<file path="config.mk">
export PLATFORM = sky130hd
export DESIGN_NAME = fifo_word_packer
export DESIGN_NICKNAME = d
export VERILOG_FILES = /design/src/rtl/fifo_pkg.sv /design/src/rtl/packer_idle_timer.sv /design/src/rtl/fifo_word_packer.sv
export SDC_FILE = /design/constraint.sdc
export NUM_CORES = 1
export LEC_CHECK = 0
export CORE_MARGIN = 2
export CORE_UTILIZATION = 45
export CTS_CLUSTER_DIAMETER = 30
export DETAILED_ROUTE_END_ITERATION = 10
export MAX_ROUTING_LAYER = met4
export PLACE_DENSITY = 0.8
export SYNTH_ARGS = -nofsm -noshare
export SYNTH_HDL_FRONTEND = slang
export SYNTH_SLANG_ARGS = --single-unit
</file>
<file path="constraint.sdc">
create_clock -name rd_clk -period 1.9 [get_ports rd_clk]
set_clock_uncertainty 0.05 [all_clocks]
set_input_delay 0.38 -clock rd_clk [delete_from_list [all_inputs] [get_ports rd_clk]]
set_output_delay 0.38 -clock rd_clk [all_outputs]
set_load 0.02 [all_outputs]
</file>
<file path="src/rtl/fifo_pkg.sv">
// Shared types and helpers for the FIFO read-side word packer.
package fifo_pkg;

    typedef enum logic {
        FILL = 1'b0,
        OUT  = 1'b1
    } packer_state_t;

    // Lane mask with the low cnt bits set, i.e. (1<<cnt)-1, for up to 16 lanes.
    function automatic logic [15:0] keep_mask(input logic [4:0] cnt);
        logic [16:0] w_mask;
        w_mask = (17'd1 << cnt) - 17'd1;
        return w_mask[15:0];
    endfunction

endpackage

</file>
<file path="src/rtl/packer_idle_timer.sv">
// Idle-cycle counter for the word packer; flags the cycle in which a partial
// word has sat untouched for TIMEOUT cycles.
module packer_idle_timer #(
    parameter int TIMEOUT = 16
) (
    input  logic clk,
    input  logic rst_n,
    input  logic i_clear,
    input  logic i_inc,
    output logic o_expire
);

    localparam int IW = $clog2(TIMEOUT + 1);

    logic [IW-1:0] r_idle;

    always_ff @(posedge clk or negedge rst_n) begin
        if (!rst_n) begin
            r_idle <= '0;
        end else if (i_clear) begin
            r_idle <= '0;
        end else if (i_inc && (r_idle != IW'(TIMEOUT))) begin
            r_idle <= r_idle + IW'(1);
        end
    end

    // Fires on the idle cycle that would bring the count to TIMEOUT, so the
    // partial word is presented exactly TIMEOUT edges after the last pop.
    assign o_expire = i_inc && (r_idle == IW'(TIMEOUT - 1));

endmodule

</file>
<file path="src/rtl/fifo_word_packer.sv">
// Pops entries from a first-word-fall-through FIFO and packs LANES of them,
// little-endian, into one valid/ready output word with a contiguous lane mask.
module fifo_word_packer
    import fifo_pkg::*;
#(
    parameter int DATA_WIDTH = 8,
    parameter int LANES      = 4,
    parameter int TIMEOUT    = 16
) (
    input  logic                          rd_clk,
    input  logic                          rd_rst_n,
    input  logic                          empty,
    input  logic [DATA_WIDTH-1:0]         rd_data,
    output logic                          rd_en,
    input  logic                          flush,
    output logic                          m_valid,
    input  logic                          m_ready,
    output logic [LANES*DATA_WIDTH-1:0]   m_data,
    output logic [LANES-1:0]              m_keep
);

    localparam int CW = $clog2(LANES + 1);
    localparam int MW = LANES * DATA_WIDTH;

    packer_state_t    r_state, w_state_next;
    logic [CW-1:0]    r_cnt, w_cnt_next;
    logic [MW-1:0]    r_data, w_data_next;
    logic [LANES-1:0] r_keep, w_keep_next;
    logic             w_pop;
    logic             w_hs;
    logic             w_timeout;
    logic             w_cnt_nz;

    assign m_valid  = (r_state == OUT);
    assign m_data   = r_data;
    assign m_keep   = r_keep;
    assign w_hs     = m_valid && m_ready;
    assign w_cnt_nz = (r_cnt != '0);

    // Combinational pop: back-pressure reaches the FIFO in the same cycle.
    assign rd_en = rd_rst_n && !empty && ((r_state == FILL) || w_hs);
    assign w_pop = rd_en;

    always_comb begin
        w_state_next = r_state;
        w_cnt_next   = r_cnt;
        w_data_next  = r_data;
        w_keep_next  = r_keep;
        case (r_state)
            FILL: begin
                if (w_pop) begin
                    for (int i = 0; i < LANES; i++) begin
                        if (r_cnt == CW'(i)) begin
                            w_data_next[i*DATA_WIDTH +: DATA_WIDTH] = rd_data;
                        end
                    end
                    w_cnt_next = r_cnt + CW'(1);
                    if ((r_cnt + CW'(1)) == CW'(LANES)) begin
                        w_state_next = OUT;
                        w_keep_next  = '1;
                    end else if (flush && w_cnt_nz) begin
                        w_state_next = OUT;
                        w_keep_next  = LANES'(keep_mask(5'(r_cnt) + 5'd1));
                    end
                end else if (w_cnt_nz && (flush || w_timeout)) begin
                    w_state_next = OUT;
                    w_keep_next  = LANES'(keep_mask(5'(r_cnt)));
                end
            end
            OUT: begin
                if (w_hs) begin
                    // Clearing the lanes here keeps unused lanes of the next
                    // partial word at zero.
                    w_data_next  = '0;
                    w_keep_next  = '0;
                    w_cnt_next   = '0;
                    w_state_next = FILL;
                    if (w_pop) begin
                        w_data_next[DATA_WIDTH-1:0] = rd_data;
                        w_cnt_next = CW'(1);
                        if (LANES == 1) begin
                            w_state_next = OUT;
                            w_keep_next  = '1;
                        end
                    end
                end
            end
            default: w_state_next = FILL;
        endcase
    end

    always_ff @(posedge rd_clk or negedge rd_rst_n) begin
        if (!rd_rst_n) begin
            r_state <= FILL;
            r_cnt   <= '0;
            r_data  <= '0;
            r_keep  <= '0;
        end else begin
            r_state <= w_state_next;
            r_cnt   <= w_cnt_next;
            r_data  <= w_data_next;
            r_keep  <= w_keep_next;
        end
    end

    generate
        if (TIMEOUT != 0) begin : g_timer
            logic w_idle_clear;
            logic w_idle_inc;

            assign w_idle_clear = w_pop || (w_state_next != r_state) || !w_cnt_nz;
            assign w_idle_inc   = (r_state == FILL) && w_cnt_nz && !w_pop;

            packer_idle_timer #(
                .TIMEOUT (TIMEOUT)
            ) u_idle_timer (
                .clk      (rd_clk),
                .rst_n    (rd_rst_n),
                .i_clear  (w_idle_clear),
                .i_inc    (w_idle_inc),
                .o_expire (w_timeout)
            );
        end else begin : g_no_timer
            assign w_timeout = 1'b0;
        end
    endgenerate

endmodule
</file>
* Word-level counts from Yosys, hierarchy flattened *
Cells that the tools add are included.

storage, ports and cells
  logic and storage cells = 82
  bits in registers = 45
  input bits = 13

cells by class
  shift operators = 2
  muxes and demuxes = 26
  bitwise operators = 1
  reductions and logical operators = 25
  equal/unequal tests = 15
  add/subtract/negate cells = 5

operator list
  operator                                             number
  two-way mux 32 bit                                   2
  one-hot mux 32 bit (2 select lines)                  1
  two-way mux 8 bit                                    5
  two-way mux 4 bit                                    5
  AND reduction 3 bit                                  5
  two-way mux 5 bit                                    2
  inequality test 2 bit, second input constant         5
  logical AND 1 bit                                    9
  one-hot mux 4 bit (2 select lines)                   1
  subtractor 4 x 1 -> 4 bit, second input constant     2
  equality test 3 x 2 -> 1 bit, second input constant  2
  two-way mux 1 bit                                    6
  two-way mux 3 bit                                    2
  one-hot mux 3 bit (2 select lines)                   1
  adder 5 x 1 -> 5 bit, second input constant          1
  equality test 5 x 4 -> 1 bit, second input constant  1
  inequality test 5 bit, second input constant         1
  adder 3 x 1 -> 4 bit, second input constant          1
  logical OR 1 bit                                     4
  inequality test 4 bit, second input constant         1
  left shift 1 x 3 -> 4 bit, first input constant      1
  left shift 1 x 4 -> 4 bit, first input constant      1
  adder 3 x 1 -> 3 bit, second input constant          1
  equality test 3 x 1 -> 1 bit, second input constant  1
  11 further kinds                                     13

* Longest topological paths before layout *
  depth after elaboration = 15
  depth in mapped cells = 8

* Hierarchy *
From an unflattened synthesis, not the netlist that was laid out.

second synthesis, totals
  cell total of the unflattened synthesis = 227
  area total of the unflattened synthesis = 2165.8 um^2

by module, submodules not included
  module             cells an instance  times used  area an instance (um^2)
  fifo_word_packer   197                1           1869.3
  packer_idle_timer  30                 1           296.5

* Least setup slack after synthesis *
OpenSTA, ideal clock, no wires.

  kind = flip-flop to flip-flop
  from = reg r_cnt[1]
  to = reg g_timer.u_idle_timer.r_idle[3]
  clock period less this slack = 1809 ps
  buffers on the path = 0
  arrival = 1628 ps
  path slack = 91 ps
  library setup time = 131 ps
  cell stages (with the launch flop) = 8
  cells stage by stage = dfrtp_1 -> inv_1 -> ha_1 -> nor2b_2 -> nor4_4 -> nand4_1 -> xor2_1 -> nor2_1

on the way
  word-level cells in the longest chain between the ends = 13

ends and longest elaborated chain
  item                                                           line                     text
  start, declared                                                fifo_word_packer.sv:26   logic [CW-1:0] r_cnt, w_cnt_next;
  start signal, assigned                                         fifo_word_packer.sv:100  r_cnt <= w_cnt_next;
  branches (longest 13 deep; another with adder 3 x 1 -> 3 bit)  n/a
  end signal, assigned                                           packer_idle_timer.sv:23  r_idle <= r_idle + IW'(1);
  end, declared                                                  packer_idle_timer.sv:15  logic [IW-1:0] r_idle;

Parallel ways; which one is timed is not known.
A chain may end at the register's enable or synchronous reset.

* Worst setup path after layout *
  from = reg g_timer.u_idle_timer.r_idle[0]
  to = reg g_timer.u_idle_timer.r_idle[4]

on the way
  word-level cells in the longest chain between the ends = 11

ends and longest elaborated chain
  item                                                            line                     text
  equality test 5 x 4 -> 1 bit                                    packer_idle_timer.sv:29  assign o_expire = i_inc && (r_idle == IW'(TIMEOUT - 1));
  logical AND 1 bit                                               packer_idle_timer.sv:29
  logical OR 1 bit                                                fifo_word_packer.sv:65   end else if (w_cnt_nz && (flush || w_timeout)) begin
  logical AND 1 bit                                               fifo_word_packer.sv:65
  two-way mux 1 bit                                               fifo_word_packer.sv:65
  two-way mux 1 bit                                               fifo_word_packer.sv:51   if (w_pop) begin
  one-hot mux 1 bit (2 select lines)                              fifo_word_packer.sv:49   case (r_state)
  inequality test 1 bit                                           fifo_word_packer.sv:111  assign w_idle_clear = w_pop || (w_state_next != r_state) || !w_cnt_nz;
  logical OR 1 bit (2 in a row)                                   fifo_word_packer.sv:111
  two-way mux 5 bit / nonzero test 2 bit (equally long branches)  n/a

Parallel ways exist; a longest one is shown, timed or not. The select of a mux whose other input is x is not followed.

==> flow_summary.json <==
{
  "path_buf_inv": 0,
  "cts_buffer_depth": 2,
  "grt_max_degree": 35,
  "start_util_pct": 46.1,
  "drtIter0Drc": 72,
  "cp_slowest_cell": "dfrtp_1",
  "dp_hpwl_um": 3790,
  "synth_seq_cells": 45,
  "power_mw": 5.38,
  "yosys.area.top_type": "dfrtp_1",
  "grt_pass1_wl_um": 8030,
  "finalNetCount": 304,
  "drv_slew": 0,
  "cp.required_ns": 2.07,
  "cts.sinks": 45,
  "row_count": 26,
  "cap_violations": 0,
  "dieArea_um2": 5760,
  "dr.pass1.iters": 4,
  "final_util_pct": 64.7,
  "combPwrFrac_pct": 57.2,
  "path_cells": "ha_1 > and3_1 > ha_1 > nor4_2 > o21bai_2 > a211oi_2",
  "drive_gt1_share_pct": 28.3,
  "final_cell_count_no_fill": 353,
  "synth_flop_cell": "dfrtp_1",
  "h-tree-depth": 2,
  "syn_avg_cell_area_um2": 11.5,
  "overflow": 0,
  "async_flop_share_pct": 100,
  "mostFrequentLayoutCells": "clkdlybuf4s50_1 (48), dfrtp_1 (45), nand2_1 (29)",
  "routed_wl_um": 5030,
  "hold_viol": 0,
  "switchingPower_mw": 2.01,
  "synth.cell_area_um2": 2320,
  "cp_max_fo": 5,
  "ir_drop_mv": 0.768,
  "setup_viol": 0,
  "fillers": 393,
  "p_clk_share_pct": 13.6,
  "crit_path_end_kind": "register",
  "crit_family": "simple AND/OR/NAND/NOR gates",
  "internal_power_mw": 3.37,
  "layout_commonest_cell": "clkdlybuf4s50_1",
  "ant_nets": 0,
  "min_period_over_period_pct": 95.8,
  "post_drt_wl_per_cell_um": 14.2,
  "sequentialPowerShare_pct": 29.2,
  "power_leakage_nw": 1.52,
  "finalCriticalPeriod_ns": 1.82,
  "synthTopCellsByArea": "dfrtp_1 (48%), mux2_4 (10%), ha_1 (4.8%)",
  "clk_pin_slew_ns": 0.08,
  "globalRouteTotalUtil_pct": 19.2,
  "ys_types": 39,
  "worstMarginPinSlew_ns": 0.436,
  "syn_nets": 224,
  "ios": 51,
  "ys_warn_count": 0,
  "tritoncts": "yes",
  "cts_buffers": 5,
  "die_h_um": 75.9,
  "critPathKind": "reg -> reg",
  "avgViaCountPerCell": 4.95,
  "route.vias.total": 1748,
  "hp-class": "in -> async",
  "critPathMostFrequentCell": "ha_1",
  "fp.dieW_um": 75.9,
  "grt_antenna_before_repair": 0,
  "synth_edf_count": 0,
  "max-slew-margin-rel_pct": 71.0,
  "status": "finished clean",
  "switching_share_pct": 37.4,
  "worstSkewPairLatency_ns": 0.29,
  "antenna_cells": 0,
  "p_per_area_nw_per_um2": 1650,
  "post-synth-top-area-fraction_pct": 48.4,
  "cts-root-buf": "clkbuf_8",
  "worst_path_largest_cell_delay_ns": 0.42,
  "fmax_ghz": 0.549,
  "crit_path_start_kind": "register",
  "area_growth_pct": 40.3,
  "gp_congestion": 0.861,
  "drc_errors": 0,
  "ys_seq_area_share_pct": 48.4,
  "port_buffers": 50,
  "grt_pass1_vias": 1766,
  "synthCells": 202,
  "core_um2": 5040,
  "placed_cells": 343,
  "arrival_ns": 1.99
}
## final cells by class
| cell class | count | area [µm²] | area share [%] |
|---|---|---|---|
| inverter | 7 | 26.3 | 0.806 |
| clock inverter | 1 | 30.0 | 0.921 |
| sequential | 45 | 1130 | 34.5 |
| clock buffer | 7 | 86.3 | 2.65 |
| timing repair buffer | 81 | 751 | 23.0 |
| multi-input combinational | 142 | 1150 | 35.4 |
| tap | 70 | 87.6 | 2.69 |
## cell usage after synthesis (2+ instances only)
cell / instances
ha_1: 9
nand2_1: 29
mux2i_1: 5
nor2_1: 13
o21ai_0: 9
buf_2: 5
a21oi_1: 6
xor2_1: 3
inv_1: 6
mux2_2: 8
nand2b_1: 4
dfrtp_1: 45
nor2b_1: 9
nor3_1: 2
a21oi_4: 3
o21ai_1: 3
o22ai_1: 2
xnor2_1: 3
buf_6: 3
mux2_4: 16
## stage by stage
step	area [µm²]	setup WS [ns]	hold slack, ns	setup TNS (ns)
floorplan	2320	0.0906	0.0344	0
global placement	3090	-0.222	0.317	-6.64
detailed placement	3090	-0.249	0.321	-7.68
CTS	3220	0.0226	0.121	0
global route	3260	-0.0270	0.195	-0.0438
finish	3260	0.0794	0.149	0
## sequential cells by signal, indices dropped and copies added (netlist names)
| register | count |
|---|---|
| g_timer.u_idle_timer.r_idle | 5 |
| m_data | 32 |
| m_keep | 4 |
| m_valid | 1 |
| r_cnt | 3 |
## repair_timing
action | in CTS | in global routing
gates resized for setup | 1 | 10
setup endpoints to repair | 1 | 8
pin swaps | 0 | 1
setup buffers | 0 | 1
hold endpoints to repair | 8 | 0
hold buffers | 1 | 0
## final timing paths
check | start | to | slack (ns) | cells past startpoint
setup / recovery | g_timer.u_idle_timer.r_idle[0]$_DFFE_PN0P_ | g_timer.u_idle_timer.r_idle[4]$_DFFE_PN0P_ | 0.08 | 6
hold / removal | rd_rst_n | m_valid$_DFF_PN0_ | 0.15 | 2
setup reg to reg | g_timer.u_idle_timer.r_idle[0]$_DFFE_PN0P_ | g_timer.u_idle_timer.r_idle[4]$_DFFE_PN0P_ | 0.08 | 6
hold reg to reg | m_data[2]$_DFFE_PN0P_ | m_data[2]$_DFFE_PN0P_ | 0.45 | 2
max in group asynchronous | rd_rst_n | g_timer.u_idle_timer.r_idle[3]$_DFFE_PN0P_ | 1.09 | 3
min in group rd_clk | m_data[2]$_DFFE_PN0P_ | m_data[2]$_DFFE_PN0P_ | 0.45 | 2
## power by group through the flow
stage | Sequential [mW] | Clock, mW | Combinational (mW)
4_1_cts | 1.58 | 0.759 | 3.03
3_5_place_dp | 1.59 | 0 | 3.02
2_1_floorplan | 2.01 | 0 | 1.32
3_3_place_gp | 1.59 | 0 | 2.94
5_1_grt | 1.63 | 0.792 | 3.31
6_report | 1.57 | 0.733 | 3.08
## layer usage
metal,GRT usage [%],vias up,share of wire [%]
met3,4.10,9,3.5
met4,5.85,0,1.4
met5,-,-,0
met2,32.2,44,52
met1,23.2,848,43
li1,-,847,-
## cells by family (layout without fill, tap and decap cells)
kind of cell | Yosys count | count (layout) | synth area share, %
XOR/XNOR | 6 | 6 | 2.26
flip-flops | 45 | 45 | 48.4
buffers and inverters | 15 | 96 | 3.66
multiplexers | 29 | 29 | 16.4
AO/OA/AOI/OAI | 30 | 30 | 8.83
AND/OR/NAND/NOR | 68 | 68 | 15.6
adder cells (fa/ha/maj) | 9 | 9 | 4.84
No activity file was read; power rests on OpenSTA's default activity.
